==> src/rtl/imem_loader_if.sv <==
// Stream and instruction-memory bus between the boot loader and its neighbours.
// master = loader side; slave = stream source plus memory side.
interface imem_loader_if;
   logic        in_valid;
   logic [31:0] in_data;
   logic        in_ready;
   logic [31:0] addr_ext;
   logic        wen_ext;
   logic        ren_ext;
   logic [31:0] wdata_ext;
   logic [31:0] rdata_ext;

   modport master (
      input  in_valid, in_data, rdata_ext,
      output in_ready, addr_ext, wen_ext, ren_ext, wdata_ext
   );

   modport slave (
      output in_valid, in_data, rdata_ext,
      input  in_ready, addr_ext, wen_ext, ren_ext, wdata_ext
   );
endinterface

==> src/rtl/imem_loader.sv <==
// Boot loader: streams words into instruction memory, optionally reads back (IMEM_LOADER_VERIFY_EN), then enables the CPU.
// Latency: write one cycle after each handshake; cpu_enable two cycles after the last handshake without verify.
// Backpressure: in_ready only in LOAD, one word per cycle, no internal buffering.
module imem_loader #(
   parameter int unsigned ADDR_W    = 9,
   parameter logic [31:0] BASE_ADDR = 32'h0
) (
   input  logic              clk,
   input  logic              arst_n,
   input  logic              start,
   input  logic              abort,
   input  logic [ADDR_W:0]   num_words,
   imem_loader_if.master     bus,
   output logic              cpu_enable,
   output logic              busy,
   output logic              done,
   output logic              error,
   output logic [31:0]       checksum
);

   localparam logic [ADDR_W:0] MAX_WORDS = {1'b1, {ADDR_W{1'b0}}};

   typedef enum logic [2:0] {
      S_IDLE,
      S_LOAD,
      S_LOAD_END,
`ifdef IMEM_LOADER_VERIFY_EN
      S_VERIFY,
`endif
      S_RUN,
      S_FAIL
   } state_t;

   state_t          state, state_nxt;
   logic [ADDR_W:0] idx, idx_nxt;
   logic [ADDR_W:0] len, len_nxt;
   logic [31:0]     csum_q, csum_nxt;
   logic [31:0]     addr_q, addr_nxt;
   logic [31:0]     wdata_q, wdata_nxt;
   logic            wen_q, wen_nxt;
   logic            busy_nxt, run_nxt, fail_nxt;
   logic            in_ready;
   logic            hs;

`ifdef IMEM_LOADER_VERIFY_EN
   logic            ren_q, ren_nxt;
   logic            rd_pend;
   logic [31:0]     acc_q, acc_nxt;
`else
   logic            unused_rdata;
   assign unused_rdata = ^bus.rdata_ext;
`endif

   function automatic logic [31:0] word_addr(input logic [ADDR_W:0] i);
      return BASE_ADDR + (32'(i) << 2);
   endfunction

   assign in_ready = (state == S_LOAD);
   assign hs       = bus.in_valid && in_ready;

   always_comb begin
      state_nxt = state;
      idx_nxt   = idx;
      len_nxt   = len;
      csum_nxt  = csum_q;
      addr_nxt  = addr_q;
      wdata_nxt = wdata_q;
      wen_nxt   = 1'b0;
`ifdef IMEM_LOADER_VERIFY_EN
      ren_nxt   = 1'b0;
      acc_nxt   = rd_pend ? (acc_q ^ bus.rdata_ext) : acc_q;
`endif
      if (abort) begin
         state_nxt = S_IDLE;
      end else begin
         case (state)
            S_IDLE, S_RUN, S_FAIL: begin
               if (start) begin
                  idx_nxt  = '0;
                  csum_nxt = '0;
                  len_nxt  = num_words;
                  if (num_words == '0)
                     state_nxt = S_RUN;
                  else if (num_words > MAX_WORDS)
                     state_nxt = S_FAIL;
                  else
                     state_nxt = S_LOAD;
               end
            end
            S_LOAD: begin
               if (hs) begin
                  wen_nxt   = 1'b1;
                  addr_nxt  = word_addr(idx);
                  wdata_nxt = bus.in_data;
                  csum_nxt  = csum_q ^ bus.in_data;
                  idx_nxt   = idx + 1'b1;
                  if (idx + 1'b1 == len)
                     state_nxt = S_LOAD_END;
               end
            end
            S_LOAD_END: begin
`ifdef IMEM_LOADER_VERIFY_EN
               // First read issues here so reads run back-to-back from the first VERIFY cycle.
               state_nxt = S_VERIFY;
               ren_nxt   = 1'b1;
               addr_nxt  = word_addr('0);
               idx_nxt   = {{ADDR_W{1'b0}}, 1'b1};
               acc_nxt   = '0;
`else
               state_nxt = S_RUN;
`endif
            end
`ifdef IMEM_LOADER_VERIFY_EN
            S_VERIFY: begin
               if (idx < len) begin
                  ren_nxt  = 1'b1;
                  addr_nxt = word_addr(idx);
                  idx_nxt  = idx + 1'b1;
               end
               // The first cycle with no read in flight carries the last read data.
               if (!ren_q)
                  state_nxt = (acc_nxt == csum_q) ? S_RUN : S_FAIL;
            end
`endif
            default: state_nxt = S_IDLE;
         endcase
      end

      busy_nxt = (state_nxt == S_LOAD) || (state_nxt == S_LOAD_END)
`ifdef IMEM_LOADER_VERIFY_EN
               || (state_nxt == S_VERIFY)
`endif
               ;
      run_nxt  = (state_nxt == S_RUN);
      fail_nxt = (state_nxt == S_FAIL);
   end

   always_ff @(posedge clk or negedge arst_n) begin
      if (!arst_n) begin
         state      <= S_IDLE;
         idx        <= '0;
         len        <= '0;
         csum_q     <= '0;
         addr_q     <= '0;
         wdata_q    <= '0;
         wen_q      <= 1'b0;
         busy       <= 1'b0;
         done       <= 1'b0;
         cpu_enable <= 1'b0;
         error      <= 1'b0;
      end else begin
         state      <= state_nxt;
         idx        <= idx_nxt;
         len        <= len_nxt;
         csum_q     <= csum_nxt;
         addr_q     <= addr_nxt;
         wdata_q    <= wdata_nxt;
         wen_q      <= wen_nxt;
         busy       <= busy_nxt;
         done       <= run_nxt;
         cpu_enable <= run_nxt;
         error      <= fail_nxt;
      end
   end

`ifdef IMEM_LOADER_VERIFY_EN
   always_ff @(posedge clk or negedge arst_n) begin
      if (!arst_n) begin
         ren_q   <= 1'b0;
         rd_pend <= 1'b0;
         acc_q   <= '0;
      end else begin
         ren_q   <= ren_nxt;
         rd_pend <= ren_q;
         acc_q   <= acc_nxt;
      end
   end
   assign bus.ren_ext = ren_q;
`else
   assign bus.ren_ext = 1'b0;
`endif

   assign bus.in_ready  = in_ready;
   assign bus.addr_ext  = addr_q;
   assign bus.wen_ext   = wen_q;
   assign bus.wdata_ext = wdata_q;
   assign checksum      = csum_q;

endmodule

==> src/flat_wrapper.sv <==
// flat-port wrapper written by rule: the top's interface ports become plain ports
module imem_loader_flat 
#(
   parameter int unsigned ADDR_W    = 9,
   parameter logic [31:0] BASE_ADDR = 32'h0
)
  (clk, arst_n, start, abort, num_words, cpu_enable, busy, done, error, checksum, bus_in_valid, bus_in_data, bus_rdata_ext, bus_in_ready, bus_addr_ext, bus_wen_ext, bus_ren_ext, bus_wdata_ext);
  imem_loader_if bus_i ();
  input  logic clk;
  input  logic arst_n;
  input  logic start;
  input  logic abort;
  input  logic [ADDR_W:0] num_words;
  output logic cpu_enable;
  output logic busy;
  output logic done;
  output logic error;
  output logic [31:0] checksum;
  input wire logic [$bits(bus_i.in_valid)-1:0] bus_in_valid;
  input wire logic [$bits(bus_i.in_data)-1:0] bus_in_data;
  input wire logic [$bits(bus_i.rdata_ext)-1:0] bus_rdata_ext;
  output wire logic [$bits(bus_i.in_ready)-1:0] bus_in_ready;
  output wire logic [$bits(bus_i.addr_ext)-1:0] bus_addr_ext;
  output wire logic [$bits(bus_i.wen_ext)-1:0] bus_wen_ext;
  output wire logic [$bits(bus_i.ren_ext)-1:0] bus_ren_ext;
  output wire logic [$bits(bus_i.wdata_ext)-1:0] bus_wdata_ext;
  assign bus_i.in_valid = bus_in_valid;
  assign bus_i.in_data = bus_in_data;
  assign bus_i.rdata_ext = bus_rdata_ext;
  assign bus_in_ready = bus_i.in_ready;
  assign bus_addr_ext = bus_i.addr_ext;
  assign bus_wen_ext = bus_i.wen_ext;
  assign bus_ren_ext = bus_i.ren_ext;
  assign bus_wdata_ext = bus_i.wdata_ext;
  imem_loader #(.ADDR_W(ADDR_W), .BASE_ADDR(BASE_ADDR)) u_core (.clk(clk), .arst_n(arst_n), .start(start), .abort(abort), .num_words(num_words), .bus(bus_i), .cpu_enable(cpu_enable), .busy(busy), .done(done), .error(error), .checksum(checksum));
endmodule
==> config.mk <==
export PLATFORM = sky130hd
export DESIGN_NAME = imem_loader_flat
export DESIGN_NICKNAME = d
export VERILOG_FILES = /design/src/rtl/imem_loader_if.sv /design/src/rtl/imem_loader.sv /design/src/flat_wrapper.sv
export SDC_FILE = /design/constraint.sdc
export NUM_CORES = 1
export LEC_CHECK = 0
export ABC_AREA = 1
export CAP_MARGIN = 40
export CORE_ASPECT_RATIO = 1.5
export CORE_MARGIN = 10
export CORE_UTILIZATION = 30
export CTS_CLUSTER_DIAMETER = 50
export DETAILED_ROUTE_END_ITERATION = 16
export SYNTH_ARGS = -nofsm -noshare
export SYNTH_HDL_FRONTEND = slang
export SYNTH_SLANG_ARGS = --single-unit
==> constraint.sdc <==
create_clock -name clk -period 5.4 [get_ports clk]
set_clock_uncertainty 0.1 [all_clocks]
set_input_delay 1.62 -clock clk [delete_from_list [all_inputs] [get_ports clk]]
set_output_delay 1.62 -clock clk [all_outputs]
set_load 0.01 [all_outputs]
== Word level (Yosys, flattened, before mapping) ==
Index checks and enable logic that the tools add are counted.

* Register bits after elaboration: 101
* Bits of input ports: 79
* Output and inout bits: 103
* Word-level logic and storage cells: 50

* Add/subtract/negate cells: 1
* Order comparisons: 1
* Equal/unequal tests: 11
* Muxes and demuxes: 16
* Bitwise operators: 2
* Reduce and logical (&&, ||, !) cells: 9

{| class="wikitable"
|+ Operators with widths
! operator !! number
|-
| $mux W32 || 2
|-
| $pmux W32 S2 || 1
|-
| $xor A32 B32 Y32 || 1
|-
| $mux W10 || 2
|-
| $pmux W10 S2 || 1
|-
| $mux W3 || 6
|-
| $eq A3 B2 Y1 const B || 4
|-
| $add A10 B1 Y10 const B || 1
|-
| $eq A10 B10 Y1 || 1
|-
| $gt A10 B10 Y1 const B || 1
|-
| $logic_not A10 Y1 || 1
|-
| $pmux W3 S3 || 1
|-
| $eq A3 B1 Y1 const B || 2
|-
| $eq A3 B3 Y1 const B || 2
|-
| $reduce_and A3 Y1 || 2
|-
| $ne A2 B2 Y1 const B || 2
|-
| $reduce_and A4 Y1 || 1
|-
| $logic_not A3 Y1 || 1
|-
| $mux W1 || 3
|-
| $reduce_or A3 Y1 || 1
|-
| $reduce_bool A2 Y1 || 1
|-
| $logic_and A1 B1 Y1 || 1
|-
| $logic_or A1 B1 Y1 || 1
|-
| $not A1 Y1 || 1
|}

== Longest topological paths before layout ==
* Word-level depth: 8
* Depth in mapped cells: 16
* Gate-level depth less buffers: 16

== Worst setup path after synthesis ==
Ideal clock, no wire load.

* Kind: in2reg
* Start point: input bus_in_valid
* End point: register u_core.csum_q[30], in the netlist u_core.checksum[30]
* Library setup time: 0.080 ns
* Data arrival time: 2.515 ns
* Data required time: 5.220 ns
* Slack: 2.705 ns
* Stages: 7
* Buffers on the path: 1
* Path through: nand4_2 > nor2_4 > inv_2 > nand2_4 > buf_2 > a21oi_1 > nor3_2

* Cells in the longest elaborated chain, start to end: 3

{| class="wikitable"
|+ RTL lines
! element !! line !! RTL
|-
| start, declared || flat_wrapper.sv:19 || <nowiki>input wire logic [$bits(bus_i.in_valid)-1:0] bus_in_valid;</nowiki>
|-
| $logic_and A1 B1 Y1 || imem_loader.sv:59 || <nowiki>assign hs = bus.in_valid && in_ready;</nowiki>
|-
| $ne A2 B2 Y1 (no line) || n/a ||
|-
| $reduce_and A4 Y1 (no line) || n/a ||
|-
| end signal, assigned || imem_loader.sv:155 || <nowiki>csum_q <= csum_nxt;</nowiki>
|-
| end, declared || imem_loader.sv:37 || <nowiki>logic [31:0] csum_q, csum_nxt;</nowiki>
|}

No other way between the ends.
A chain may end at the register's enable or synchronous reset.

== Worst setup path after layout ==
* Start point: input bus_in_valid
* End point: register u_core.csum_q[9], in the netlist u_core.checksum[9]

Same word-level chain as after synthesis.

==> key figures <==
Run status
  • Outcome: finished clean

Worst setup path
  • CP bufs+invs: 3
  • Worst EP required: about 5.6 ns
  • Worst path cell trace: clkdlybuf4s50_1, nand4_2, nor2_4, buf_4, inv_2, nand2_4, a21oi_1, nor3_1
  • Worst Path Arrival: slightly below 4 ns
  • Largest delay contributor family on the critical path: buffers and inverters
  • Reg2Reg Launch Point: u_core.state[1]$_DFF_PN0_
  • R2R Setup Slk: ~2.9 ns
  • Worst-path maximum fanout: 73
  • Nature of the critical path endpoint: register
  • CP Class: in2reg
  • Max incr delay on CP: roughly 0.54 ns
  • Crit-path slowest cell: clkdlybuf4s50_1
  • Worst setup path start: bus_in_valid
  • Startpoint Class: input port

STA
  • Worst Tran Pin Value: between 0.7 and 0.8 ns
  • Fin Setup TNS: 0 ns
  • RSZ-0062 raised after global routing: no
  • Final period util: 0.702
  • Period minus WS final: roughly 3.8 ns
  • Max-slew violation count: 0
  • Worst Slack Setup Final: between 1.5 and 2 ns
  • Final setup fails: 0
  • Fmax: 0.264 GHz
  • Final hold viol count: 0
  • Rel. slew slack: 0.503

Clock network
  • Num CTS Buffers: 9
  • Postcts setup bufs: 0
  • Clk sinks: about 100
  • TritonCTS clock tree: built
  • H-tree depth: 3
  • Hold buffers post-CTS: 0
  • Root Buffer Master: clkbuf_16
  • Max clock buf depth: 2
  • Clock slew seen by the registers of the worst setup and hold paths: roughly 0.08 ns
  • Clock latency at the later pin of the worst-skew pair: between 0.3 and 0.4 ns
  • CTS resizes: 0

Synth
  • Post-synthesis cell type count: 32
  • Yosys warns: 0
  • Post-Syn Instances: roughly 570
  • Area share of and/or/nand/nor cells after synthesis: 0.298
  • Xor-xnor portion of the synthesized cell area: 0.00182
  • Post-synthesis sequential area ratio: 0.527
  • Combinational family with the most area after synthesis: simple AND/OR/NAND/NOR gates
  • Compound-Gate Fraction of Synth Area: 0.0803
  • Synth Area in Adders: 0.00261
  • Mapped Area: 4800 um2
  • Yosys reg bits: 101
  • Syn_area_per_cell: 8.48 um2
  • Proportion of synthesized area in mux cells: 0

Placed design
  • Placement Setup Slack: ~1.3 ns
  • RD Place Congestion: approximately 0.85
  • PortBufs: 126
  • Hpwl dp: 10.2 mm
  • Placed insts: just under 900

Floorplanning
  • Initial Util: 0.306
  • IO Pins: 182
  • Die width: around 120 um
  • Placeable core area: 15,700 um2
  • FP Rows: 56
  • Die area: roughly 22,000 um2
  • Die height: approximately 170 um

Cells and area
  • Area grow syn2layout: 34.3%
  • Layout Cells excl Fill: 893
  • Share of layout cells above drive strength 1: 0.0768
  • Footprint of the multi-input gates: just under 2000 um2
  • N_diodes: 0
  • Nets: roughly 770
  • Reg area: around 2500 um2
  • Fill cells: 1,586

Global routing
  • Largest net degree at the start of global routing: 74
  • Initial antenna violation count: 0
  • Vias in the first global route: 4,248
  • Global-route wire length before repair: around 23 mm
  • Overall routing resource usage: 0.133
  • Total grt overflow: 0

Route
  • Vias/cell: between 4 and 5
  • Drt total wl: between 10 and 15 mm
  • Residual DRC: 0
  • WL/cell: between 15 and 20 um
  • 1st-iter DRT viols: roughly 220
  • Drt pass-1 iters: 5
  • Detail Route Antenna Nets: 0
  • Vias: 4,182

Worst hold path
  • Hold Path Class: reg2reg
  • Hold_sp: u_core.bus.wdata_ext[17]$_DFFE_PN0P_

Flow run
  • Max Cap Violations: 0

Pwr
  • Power Dens Cells: 419 nW/um2
  • Static leakage: about 3.1 nW
  • Max VDD drop: roughly 190 uV
-- metal layers --
metal	track usage	share of wire	up-vias
met4	0.0487	0.024	0
li1	-	-	2040
met2	0.229	0.51	130
met3	0.0452	0.081	15
met1	0.146	0.38	1997
met5	0	0	-
-- synth_stat cells --
library cell | count | share of area
nand3b_1 | 2 | 0.0031
buf_2 | 5 | 0.0052
nand3_1 | 17 | 0.018
a211oi_1 | 2 | 0.0031
clkbuf_1 | 12 | 0.0094
buf_6 | 1 | 0.0023
a21oi_1 | 35 | 0.036
dfrtp_1 | 101 | 0.53
nor2_1 | 17 | 0.013
buf_4 | 27 | 0.042
a21oi_2 | 2 | 0.0037
nand3_2 | 1 | 0.0021
nand2_4 | 1 | 0.0023
xnor2_1 | 1 | 0.0018
o21ai_1 | 2 | 0.0021
inv_2 | 5 | 0.0039
nor2_2 | 4 | 0.0052
nor3_2 | 12 | 0.025
nand4_2 | 1 | 0.0026
conb_1 | 1 | 0.00078
inv_1 | 34 | 0.027
nor3_1 | 24 | 0.025
nor2_4 | 1 | 0.0023
nand4_1 | 3 | 0.0039
nand2_1 | 187 | 0.15
o22ai_1 | 6 | 0.0078
ha_1 | 1 | 0.0026
o21ai_0 | 23 | 0.024
and3_1 | 32 | 0.042
nand2_2 | 3 | 0.0039
o211ai_1 | 2 | 0.0031
nand3_4 | 1 | 0.0037
-- registers in the layout, summed over array words and instances, names as in the netlist --
register	flops
u_core.bus.addr_ext	10
u_core.error	1
u_core.busy	1
u_core.cpu_enable	1
u_core.state	3
u_core.bus.wdata_ext	32
u_core.len	10
u_core.checksum	32
u_core.idx	10
u_core.bus.wen_ext	1
-- worst paths after layout --
kind	to	cells past startpoint
max	u_core.checksum[9]$_DFFE_PN0P_	8
min	u_core.bus.wdata_ext[17]$_DFFE_PN0P_	2
max reg2reg	u_core.checksum[9]$_DFFE_PN0P_	8
min reg2reg	u_core.bus.wdata_ext[17]$_DFFE_PN0P_	2
max in group asynchronous	u_core.bus.wdata_ext[31]$_DFFE_PN0P_	2
min in group asynchronous	u_core.checksum[9]$_DFFE_PN0P_	1
-- logic make-up after synthesis --
group | Yosys count
xor+xnor | 1
buf+inv | 84
compound gates | 72
flops | 101
simple gates | 306
other cells | 1
fa+ha+maj | 1
-- metrics by stage --
step	instance area [um2]	hold WS, ns	util	total power [mW]
after floorplan	4880	0.362	-	1.54
after global placement	6140	0.354	0.391	2.08
after detailed placement	6160	0.357	0.393	2.11
after CTS	6450	0.377	0.411	2.75
after global routing	6450	0.398	0.411	2.89
final	6450	0.372	0.411	2.70
-- cells in the final DEF (no fill, tap or decap), drive strengths merged, types with 19 or more instances in the layout --
master and count:
a21oi 37, and3 32, clkdlybuf4s50 125, conb 23, dfrtp 101, inv 40, nand2 191, nand3 19
nor2 22, nor3 36, o21ai 25
-- area by class of cell --
cell class | instances | share of cell area
tap | 203 | 0.0394
clock buffer | 10 | 0.0371
sequential | 101 | 0.392
multi-input combinational | 403 | 0.299
inverter | 39 | 0.0227
timing repair buffer | 131 | 0.203
clock inverter | 6 | 0.00718
-- where the power goes --
| group | switching [mW] | leakage, nW | internal, mW |
|---|---|---|---|
| Sequential | 0.145 | 1.30 | 0.973 |
| Clock | 0.298 | 0.135 | 0.328 |
| Combinational | 0.460 | 1.62 | 0.500 |
| Total | 0.903 | 3.06 | 1.80 |
-- worst min-delay path, stage by stage (launching register included) --
cell     delay (ns)
dfrtp_1        0.34
nand2_1        0.05
nand2_1        0.05
No activity file was read; power rests on OpenSTA's default activity.
